===== src/rtl/alu_seq_pkg.sv =====
// Shared widths, FSM encoding and command layout for the ALU command sequencer.
package alu_seq_pkg;
  localparam int DATA_W = 8;
  localparam int SEL_W  = 4;

  typedef enum logic [1:0] {IDLE, DRIVE, HOLD} seq_state_t;

  typedef struct packed {
    logic [DATA_W-1:0] a;
    logic [DATA_W-1:0] b;
    logic [SEL_W-1:0]  sel;
  } alu_cmd_t;
endpackage


===== src/rtl/alu_cmd_fifo.sv =====
// Command buffer; ready is a registered not-full so a same-edge pop never admits a push into a full buffer.
module alu_cmd_fifo
  import alu_seq_pkg::*;
#(
  parameter int FIFO_DEPTH = 4
) (
  input  logic     clk,
  input  logic     rst,
  input  logic     push,
  input  alu_cmd_t wdata,
  input  logic     pop,
  output alu_cmd_t rdata,
  output logic     empty,
  output logic     ready
);
  localparam int AW = $clog2(FIFO_DEPTH);

  alu_cmd_t        mem [FIFO_DEPTH];
  logic [AW-1:0]   wr_ptr, rd_ptr;
  logic [AW:0]     count, count_nxt;
  logic            do_push, do_pop;

  assign do_push = push & ready;
  assign do_pop  = pop & ~empty;
  assign empty   = (count == '0);
  assign rdata   = mem[rd_ptr];

  always_comb begin
    count_nxt = count;
    if (do_push && !do_pop)      count_nxt = count + 1'b1;
    else if (!do_push && do_pop) count_nxt = count - 1'b1;
  end

  // Pointers wrap for free because the depth is a power of two.
  always_ff @(posedge clk or posedge rst) begin
    if (rst) begin
      wr_ptr <= '0;
      rd_ptr <= '0;
      count  <= '0;
      ready  <= 1'b0;
    end else begin
      if (do_push) wr_ptr <= wr_ptr + 1'b1;
      if (do_pop)  rd_ptr <= rd_ptr + 1'b1;
      count <= count_nxt;
      ready <= (count_nxt != (AW+1)'(FIFO_DEPTH));
    end
  end

  always_ff @(posedge clk) begin
    if (do_push) mem[wr_ptr] <= wdata;
  end
endmodule


===== src/rtl/alu_cmd_sequencer.sv =====
// Buffers ALU commands, drives an external combinational ALU one command at a time and holds each result
// until accepted. Define ALU_SEQ_OPCOUNT_EN to build the completed-response counter; otherwise op_count is 0.
module alu_cmd_sequencer
  import alu_seq_pkg::*;
#(
  parameter int FIFO_DEPTH = 4
) (
  input  logic              clk,
  input  logic              rst,
  input  logic              cmd_valid,
  output logic              cmd_ready,
  input  logic [DATA_W-1:0] cmd_a,
  input  logic [DATA_W-1:0] cmd_b,
  input  logic [SEL_W-1:0]  cmd_sel,
  output logic [DATA_W-1:0] alu_a,
  output logic [DATA_W-1:0] alu_b,
  output logic [SEL_W-1:0]  alu_sel,
  input  logic [DATA_W-1:0] alu_out,
  input  logic              alu_carry,
  output logic              rsp_valid,
  input  logic              rsp_ready,
  output logic [DATA_W-1:0] rsp_result,
  output logic              rsp_carry,
  output logic [SEL_W-1:0]  rsp_sel,
  output logic [15:0]       op_count
);
  seq_state_t state, state_nxt;
  alu_cmd_t   head;
  logic       fifo_empty;
  logic       pop, capture, rsp_done;

  alu_cmd_fifo #(.FIFO_DEPTH(FIFO_DEPTH)) u_fifo (
    .clk   (clk),
    .rst   (rst),
    .push  (cmd_valid),
    .wdata ('{a: cmd_a, b: cmd_b, sel: cmd_sel}),
    .pop   (pop),
    .rdata (head),
    .empty (fifo_empty),
    .ready (cmd_ready)
  );

  always_comb begin
    state_nxt = state;
    pop       = 1'b0;
    capture   = 1'b0;
    rsp_done  = 1'b0;
    case (state)
      IDLE: if (!fifo_empty) begin
        pop       = 1'b1;
        state_nxt = DRIVE;
      end
      DRIVE: begin
        capture   = 1'b1;
        state_nxt = HOLD;
      end
      HOLD: if (rsp_ready) begin
        rsp_done = 1'b1;
        if (!fifo_empty) begin
          pop       = 1'b1;
          state_nxt = DRIVE;
        end else begin
          state_nxt = IDLE;
        end
      end
      default: state_nxt = IDLE;
    endcase
  end

  // alu_* only change on a pop, so they keep the last command while idle.
  always_ff @(posedge clk or posedge rst) begin
    if (rst) begin
      state      <= IDLE;
      alu_a      <= '0;
      alu_b      <= '0;
      alu_sel    <= '0;
      rsp_valid  <= 1'b0;
      rsp_result <= '0;
      rsp_carry  <= 1'b0;
      rsp_sel    <= '0;
    end else begin
      state <= state_nxt;
      if (pop) begin
        alu_a   <= head.a;
        alu_b   <= head.b;
        alu_sel <= head.sel;
      end
      if (capture) begin
        rsp_valid  <= 1'b1;
        rsp_result <= alu_out;
        rsp_carry  <= alu_carry;
        rsp_sel    <= alu_sel;
      end else if (rsp_done) begin
        rsp_valid <= 1'b0;
      end
    end
  end

`ifdef ALU_SEQ_OPCOUNT_EN
  logic [15:0] op_count_q;

  always_ff @(posedge clk or posedge rst) begin
    if (rst)           op_count_q <= '0;
    else if (rsp_done) op_count_q <= op_count_q + 16'd1;
  end

  assign op_count = op_count_q;
`else
  assign op_count = '0;
`endif
endmodule


===== config.mk =====
export PLATFORM = sky130hd
export DESIGN_NAME = alu_cmd_sequencer
export DESIGN_NICKNAME = d
export VERILOG_FILES = /design/src/rtl/alu_seq_pkg.sv /design/src/rtl/alu_cmd_fifo.sv /design/src/rtl/alu_cmd_sequencer.sv
export SDC_FILE = /design/constraint.sdc
export NUM_CORES = 1
export LEC_CHECK = 0
export ABC_CLOCK_PERIOD_IN_PS = 2200
export CORE_MARGIN = 2
export CORE_UTILIZATION = 48
export DETAILED_ROUTE_END_ITERATION = 6
export PLACE_DENSITY = 0.77
export SKIP_CTS_REPAIR_TIMING = 1
export SLEW_MARGIN = 20
export SYNTH_ARGS = -nofsm -noshare
export SYNTH_HDL_FRONTEND = slang
export SYNTH_HIERARCHICAL = 1
export SYNTH_SLANG_ARGS = --single-unit

===== constraint.sdc =====
create_clock -name clk -period 2.2 [get_ports clk]
set_input_delay 0.55 -clock clk [delete_from_list [all_inputs] [get_ports clk]]
set_output_delay 0.55 -clock clk [all_outputs]
set_load 0.02 [all_outputs]

# == Yosys cells after proc, flatten, opt, wreduce, memory -nomap -nowiden ==
# Memories as Yosys holds them, arrays and structs flattened. A register that Yosys moved wholly into a read port is not among the register bits.
# Index checks and enable logic that the tools add are counted.
# totals
regBits,24
ramBits,80
inputBits,33
wordCells,46
memories,1
# op_classes
addsub,4
n_eq_ne,5
mux,16
n_bitwise,3
reduce_logical,8
# memory_table
name,words,word_bits,read_ports,rd_clocked_by_memory_dff,write_ports,line_no,rtl
u_fifo.mem,4,20,1,1,1,alu_cmd_fifo.sv:18,alu_cmd_t mem [FIFO_DEPTH];
# ops
cell,n
$mux 1,10
$mux 3,2
$pmux 2 s3,1
$add 2x1->2 const B,2
$mux 2,2
$ne 2x2->1 const B,2
$add 3x1->3 const B,1
$logic_not 3->1,1
$ne 3x3->1 const B,1
$sub 3x1->3 const B,1
$and 1x1->1,2
$eq 2x1->1 const B,1
$eq 2x2->1 const B,1
$logic_and 1x1->1,2
$logic_not 1->1,2
$logic_not 2->1,1
$pmux 1 s2,1
$reduce_and 2->1,1
$reduce_bool 2->1,1
$not 1->1,1

# == Logic depth before layout (Yosys ltp) ==
# Gate-level depths: netlist of the first run.
# logic_depth
depth_word,9
ltp_mapped,11

# == Modules after synthesis ==
# Netlist of the first run, hierarchy kept.
# by_module_without_submodules
mod,n_inst,cells_per_inst,area_per_inst_um2
alu_cmd_fifo,1,159,3448.3
alu_cmd_sequencer,1,100,1584.0

# == Worst setup path after synthesis of the first run ==
# OpenSTA, ideal clock, no wires.
# synth_path
path_kind,register -> register
from,reg u_fifo.count[0]
to,reg u_fifo.ready
setup_time_ps,124
t_arrival_ps,2074
t_required_ps,2076
path_slack_ps,2
path_stages_with_launch,12
n_path_buf,2
period_less_slack_ps,2198
path_cell_list,dfrtp_1 -> inv_1 -> ha_1 -> nand2b_1 -> inv_1 -> nor3_4 -> buf_6 -> buf_2 -> and4b_1 -> a31oi_1 -> a211o_1 -> o21ai_2
# synth_via
elab_chain_cells,9
# synth_rtl
element,line_no,rtl
from (decl),alu_cmd_fifo.sv:20,"logic [AW:0] count, count_nxt;"
from (signal assigned),alu_cmd_fifo.sv:44,count <= count_nxt;
$logic_not 3->1 (*),alu_cmd_fifo.sv:25,assign empty = (count == '0);
via fifo_empty,alu_cmd_sequencer.sv:29,logic fifo_empty;
$mux 1 (*),"alu_cmd_sequencer.sv:49, alu_cmd_sequencer.sv:59",
$mux 1,alu_cmd_sequencer.sv:57,HOLD: if (rsp_ready) begin
$pmux 1 s2 (*),alu_cmd_sequencer.sv:48,case (state)
via pop,alu_cmd_sequencer.sv:30,"logic pop, capture, rsp_done;"
$and 1x1->1 (*),alu_cmd_fifo.sv:24,assign do_pop = pop & ~empty;
$logic_and 1x1->1 / $logic_not 1->1 (equally long branches),"alu_cmd_fifo.sv:31, alu_cmd_fifo.sv:30",
$mux 3 / $logic_and 1x1->1 (equally long branches),"alu_cmd_fifo.sv:31, alu_cmd_fifo.sv:30",
$mux 3 (*),alu_cmd_fifo.sv:30,if (do_push && !do_pop) count_nxt = count + 1'b1;
via u_fifo.count_nxt[2],alu_cmd_fifo.sv:20,
$ne 3x3->1 (*),alu_cmd_fifo.sv:45,ready <= (count_nxt != (AW+1)'(FIFO_DEPTH));
to (signal assigned),alu_cmd_fifo.sv:45,
to (decl),alu_cmd_fifo.sv:14,output logic ready
# Mark *: on every way through the listed nets, which the timed path passes. The rest lies on a longest branch.
# A chain may end at the register's enable or synchronous reset.

# == Worst setup path in the final report of the first run ==
# layout_path
from,"reg alu_b[2], read port of u_fifo.mem"
to,out alu_b[2]
# layout_rtl
element,line_no,rtl
from (decl),alu_cmd_sequencer.sv:16,"output logic [DATA_W-1:0] alu_b,"
# No word-level cell between the ends.

==> out/results.tsv, run 1 <==
metric	value	unit
All-Layer GR Usage	0.169	
Root Buffer	clkbuf_8	
worst path required time	1.65	ns
# Max-Cap Violations	0	
yosys warns	6	
synthesized area	5030	um2
crit path launch	alu_b[2]$_DFFE_PP0P_	
CP Capture Type	output port	
cell family contributing the most delay on the critical path	buffers and inverters	
HPWL Detailed	5.81	mm
fin util	0.641	
Reg power frac	0.345	
Initial Util	0.492	
Sw Pwr	3.09	mW
Worst Clk Skew	0.00482	ns
width of the die	106	um
status	complete, no violations	
fin cells	503	
crit-path cells	clkdlybuf4s50_1	
CP arrival	1.52	ns
FFs w/ async S/R, synth	0.355	
switch share	0.297	
WP buf/inv	1	
max frequency	482	MHz
final period demand of the worst path	2.07	ns
layout cells sized above 1	0.322	
antenna viol nets, final	0	
largest net degree at the start of global routing	37	
Total Power	10.4	mW
Final Max Slew Viols	0	
FP Rows	37	
clock power share	0.281	
DIE AREA	11300	um2
Setup violations, final	0	
Core Box Area	10200	um2
syn avg cell area	19.4	um2
Comb power frac	0.374	
P per Cell Area	1590	nW/um2
clk slew on worst S/H paths	0.06	ns
DRC viols	0	
Internal Power	7.32	mW
clock latency on the worst-skew pair	0.51	ns
critical path peak fanout	2	
startpoint types	register	
dpl cells	470	
Hold Slack	0.362	ns
post-synth cell types	37	
gpl congestion	0.798	
Num CTS Buffers	17	
DRT Wirelength	8.89	mm
Via density	5.08	
#FFs+latches synth	124	
layout filler cell count	695	
vias in the first global route	2721	
initial antenna violation count	0	
Main synth FF type	edfxtp_1	
hold crit path type	in2async	
Slowest-stage cell, CP	clkdlybuf4s50_1	
Tcrit/Tclk final	0.943	
H-tree Lvls	4	
Area growth syn-to-layout	30.2	%
EDFF count, synth	80	
CTS tree	built	
Largest stage delay, worst path	0.63	ns
sequential element share of the synthesized area	0.696	
first-pass GRT wire length	14.1	mm
Final Hold Vio Count	0	
RR Startpoint	u_fifo/count[0]$_DFF_PP0_	
WL per Instance	17.7	um
First DRT Iteration DRCs	121	
Max VDD drop	629	uV
height of the chip	106	um
total vias in the final route	2554	
Longest Clk Path Bufs	2	
Pleak	2.53	nW
diode count	0	
final net count	394	
clk sinks	124	
gr ovfl total	0	
class of the most critical setup path	reg2out	
DR pass1 iterations	4	
post-synthesis cell count	259	
PortBufs	67	
num ports	84	
==> metrics by stage <==
| step | setup WS [ns] | TNS, ns | area [um2] |
|---|---|---|---|
| after global placement | 0.0121 | 0 | 5890 |
| after global routing | -0.00958 | -0.00958 | 6550 |
| after CTS | -0.00544 | -0.00544 | 6530 |
| after detailed placement | -0.0332 | -0.0508 | 5890 |
| final | 0.125 | 0 | 6550 |
| after floorplan | 0.00193 | 0 | 5090 |
==> metal layers <==
| layer | track usage | vias up | wire length [um] |
|---|---|---|---|
| met5 | 0 | - | 0 |
| met4 | 0.0639 | 0 | 110 |
| met3 | 0.0521 | 8 | 401 |
| met2 | 0.296 | 78 | 4650 |
| met1 | 0.196 | 1309 | 3730 |
| li1 | - | 1159 | - |
==> final cells by class <==
| cell class | instances | area, um2 | area share |
|---|---|---|---|
| well taps | 136 | 170 | 0.0260 |
| clock buffers | 17 | 414 | 0.0632 |
| multi-input cells | 116 | 1360 | 0.208 |
| inverters | 9 | 33.8 | 0.00515 |
| flip-flops and latches | 124 | 3500 | 0.535 |
| repair buffers | 86 | 853 | 0.130 |
| clock inverters | 15 | 219 | 0.0334 |
==> flip-flops by register name, summed over array words and instances, names as in the netlist <==
signal and flops:
alu_b 8, rsp_valid 1, rsp_result 8, u_fifo/rd_ptr 2, alu_a 8, state 2, u_fifo/count 3, alu_sel 4
rsp_sel 4, u_fifo/mem 80, u_fifo/ready 1, rsp_carry 1, u_fifo/wr_ptr 2
==> power by group through the flow <==
| stage | clock network [mW] | registers (mW) | logic [mW] |
|---|---|---|---|
| finish | 2.93 | 3.59 | 3.89 |
| global route | 3.10 | 3.67 | 4.15 |
| CTS | 2.99 | 3.60 | 3.88 |
| detailed placement | 0 | 3.63 | 3.84 |
| global placement | 0 | 3.60 | 3.74 |
| floorplan | 0 | 3.96 | 2.19 |
==> path summary, 6_finish.rpt <==
check,endpoint,slack (ns),cells past startpoint
setup / recovery,alu_b[2],0.13,1
hold / removal,u_fifo/wr_ptr[1]$_DFFE_PP0P_,0.36,2
setup reg to reg,u_fifo/ready$_DFF_PP0_,0.15,10
hold reg to reg,rsp_sel[0]$_DFFE_PP0P_,0.50,1
max in group asynchronous,alu_b[5]$_DFFE_PP0P_,1.34,3
min in group clk,rsp_sel[0]$_DFFE_PP0P_,0.50,1
==> synth_stat cells, drive strengths merged (4+ instances only) <==
cell	count	area, um2
and3	5	37.5
xnor2	4	35.0
ha	7	87.6
mux2	34	454
dfrtp	44	1100
buf	24	184
edfxtp	80	2400
mux4	20	450
nor2	4	22.5
nand3	4	20.0
inv	9	33.8
==> cells in the final DEF, fill, tap and decap left out, types with 4 or more instances in the layout <==
master           instances
clkdlybuf4s50_1         66
xnor2_1                  4
inv_1                    8
mux2_2                  15
nand3_1                  4
buf_4                   16
and3_2                   5
mux2_4                  19
edfxtp_1                80
conb_1                  16
ha_1                     7
clkinv_2                 4
bufinv_16                5
clkbuf_16               16
dfrtp_1                 44
mux4_2                  20
==> cells by family (layout without fill, tap and decap cells) <==
group | after synthesis | count (layout) | share of synthesized area
DFF | 124 | 124 | 0.696
muxes | 55 | 55 | 0.182
adders and majority gates | 7 | 7 | 0.0174
AOI/OAI and AO/OA | 11 | 11 | 0.0179
buffers and inverters | 34 | 127 | 0.0460
other | 1 | 16 | 0.000745
and+or+nand+nor | 23 | 23 | 0.0331
xor gates and xnor gates | 4 | 4 | 0.00696
No activity file was read; power rests on OpenSTA's default activity.
==> run 2: changes to the inputs <==
--- a/config.mk
+++ b/config.mk
@@ -9,7 +9,7 @@
 export CORE_MARGIN = 2
 export CORE_UTILIZATION = 48
 export DETAILED_ROUTE_END_ITERATION = 6
-export PLACE_DENSITY = 0.77
+export PLACE_DENSITY = 0.82
 export SKIP_CTS_REPAIR_TIMING = 1
 export SLEW_MARGIN = 20
 export SYNTH_ARGS = -nofsm -noshare
==> run 2 against run 1 <==
  * Die area unchanged
  * Register-to-register slack about the same
  * Sequential power hardly changed
  * Clock power down 14%
  * Global-route usage is 0.46 points higher
  * Sequential share of layout area grew 1.2 points
  * Sequential cell count unchanged
  * Critical endpoint is now alu_sel[2]
==> out/results.tsv, run 2 (synthesized netlist as in run 1, its figures left out) <==
metric	value	unit	change
hold crit path type	in2async		unchanged
Tcrit/Tclk final	0.940		was 0.943
All-Layer GR Usage	0.174		was 0.169
WL per Instance	17.7	um	about the same
Sw Pwr	2.97	mW	was 3.09 mW
Total Power	9.88	mW	was 10.4 mW
Initial Util	0.492		unchanged
RSZ-0062 raised after global routing	yes		
CP arrival	1.52	ns	about the same
Pleak	2.47	nW	was 2.53 nW
Root Buffer	clkbuf_8		unchanged
most common cell after layout, fill and taps aside	edfxtp_1		unchanged
Final Max Slew Viols	0		unchanged
Num CTS Buffers	17		unchanged
final period demand of the worst path	2.07	ns	about the same
reg-to-reg critical path endpoint	alu_a[1]$_DFFE_PP0P_		was u_fifo/ready$_DFF_PP0_
switch share	0.301		was 0.297
P per Cell Area	1540	nW/um2	was 1590 nW/um2
Internal Power	6.91	mW	was 7.32 mW
clock latency on the worst-skew pair	0.51	ns	about the same
CP Capture Type	output port		unchanged
clock power share	0.255		was 0.281
reg2reg path depth	7		was 10
diode count	0		unchanged
crit-path cells	clkdlybuf4s50_1		unchanged
critical path peak fanout	3		was 2
DRT Wirelength	8.89	mm	about the same
gr ovfl total	0		unchanged
gpl congestion	0.834		was 0.798
HPWL Detailed	5.90	mm	was 5.81 mm
height of the chip	106	um	unchanged
final net count	393		was 394
clk sinks	124		unchanged
commonest cells after routing, fill and taps aside	80 x edfxtp_1, 66 x clkdlybuf4s50_1, 44 x dfrtp_1		unchanged
DIE AREA	11300	um2	unchanged
Reg power frac	0.364		was 0.345
max reg flops	80		unchanged
RR Startpoint	u_fifo/count[1]$_DFF_PP0_		was u_fifo/count[0]$_DFF_PP0_
Comb power frac	0.381		was 0.374
Max VDD drop	708	uV	was 629 uV
Worst Clk Skew	0.00664	ns	was 0.00482 ns
layout cells sized above 1	0.298		was 0.322
worst path required time	1.65	ns	about the same
Slowest-stage cell, CP	clkdlybuf4s50_1		unchanged
Most flops, register	u_fifo/mem		unchanged
Area growth syn-to-layout	27.4	%	was 30.2%
Setup violations, final	0		unchanged
clk slew on worst S/H paths	0.05	ns	was 0.06 ns
initial antenna violation count	0		unchanged
crit path launch	alu_sel[2]$_DFFE_PP0P_		was alu_b[2]$_DFFE_PP0P_
vias in the first global route	2813		was 2721
H-tree Lvls	4		unchanged
fin cells	502		was 503
fin util	0.627		was 0.641
Longest Clk Path Bufs	2		unchanged
Final Hold Vio Count	0		unchanged
class of the most critical setup path	reg2out		unchanged
dpl cells	470		unchanged
# Max-Cap Violations	0		unchanged
Levels on crit path	1		unchanged
startpoint types	register		unchanged
DRC viols	0		unchanged
gr busiest metal	met2		unchanged
cell family contributing the most delay on the critical path	buffers and inverters		unchanged
FP Rows	37		unchanged
first-pass GRT wire length	14.4	mm	was 14.1 mm
PortBufs	67		unchanged
CTS tree	built		unchanged
total vias in the final route	2545		was 2554
met1 Resource Use GR	0.193		was 0.196
Core Box Area	10200	um2	unchanged
Hold Slack	0.342	ns	was 0.362 ns
routing usage on met3	0.0576		was 0.0521
status	complete, no violations		unchanged
largest net degree at the start of global routing	37		unchanged
M2 GR Usage	0.300		was 0.296
DR pass1 iterations	4		unchanged
antenna viol nets, final	0		unchanged
num ports	84		unchanged
WP buf/inv	1		unchanged
First DRT Iteration DRCs	105		was 121
r2r setup slk	0.15	ns	about the same
max frequency	483	MHz	was 482 MHz
width of the die	106	um	unchanged
Via density	5.07		was 5.08
Largest stage delay, worst path	0.62	ns	was 0.63 ns
-- run 2: changes by cell type in the layout (fill, tap and decap cells not counted), sizes merged --
cell      delta
buf          -1
clkinvlp     -2
clkbuf       +6
inv          -2
bufinv       -3
clkinv       +1
-- run 2: final cells by class --
cell class              count  area [um2]
clock buffers              23         447
clock inverters             9        95.1
fillers                   742        3820
inverters                   9        33.8
multi-input cells         116        1350
flip-flops and latches    124        3500
well taps                 136         170
repair buffers             85         808
-- run 2: power groups by stage --
stage | clock (mW) | combinational, mW | sequential (mW)
after global placement | 0 | 3.71 | 3.59
after CTS | 2.56 | 3.83 | 3.61
after floorplan | 0 | 2.19 | 3.96
after detailed placement | 0 | 3.80 | 3.63
after global routing | 2.67 | 4.04 | 3.68
final | 2.52 | 3.76 | 3.60
-- run 2: worst max path at each step --
stage | end
floorplan | u_fifo/ready$_DFF_PP0_
global placement | alu_a[1]$_DFFE_PP0P_
detailed placement | alu_a[1]$_DFFE_PP0P_
CTS | cmd_ready
global route | alu_a[1]$_DFFE_PP0P_
finish | alu_sel[2]
-- run 2: metrics by stage --
stage | setup slack (ns) | area [um2] | setup TNS (ns)
2_1_floorplan | 0.00193 | 5090 | 0
3_3_place_gp | 0.00434 | 5870 | 0
3_5_place_dp | -0.0260 | 5870 | -0.0260
4_1_cts | -0.0348 | 6410 | -0.0348
5_1_grt | -0.00596 | 6410 | -0.00596
6_report | 0.132 | 6410 | 0
-- run 2: metal layers --
layer | wire, um | share of wire | up-vias
li1 | - | - | 1159
met1 | 3590 | 0.40 | 1297
met2 | 4670 | 0.53 | 75
met3 | 482 | 0.054 | 14
met4 | 144 | 0.016 | 0
met5 | 0 | 0 | -
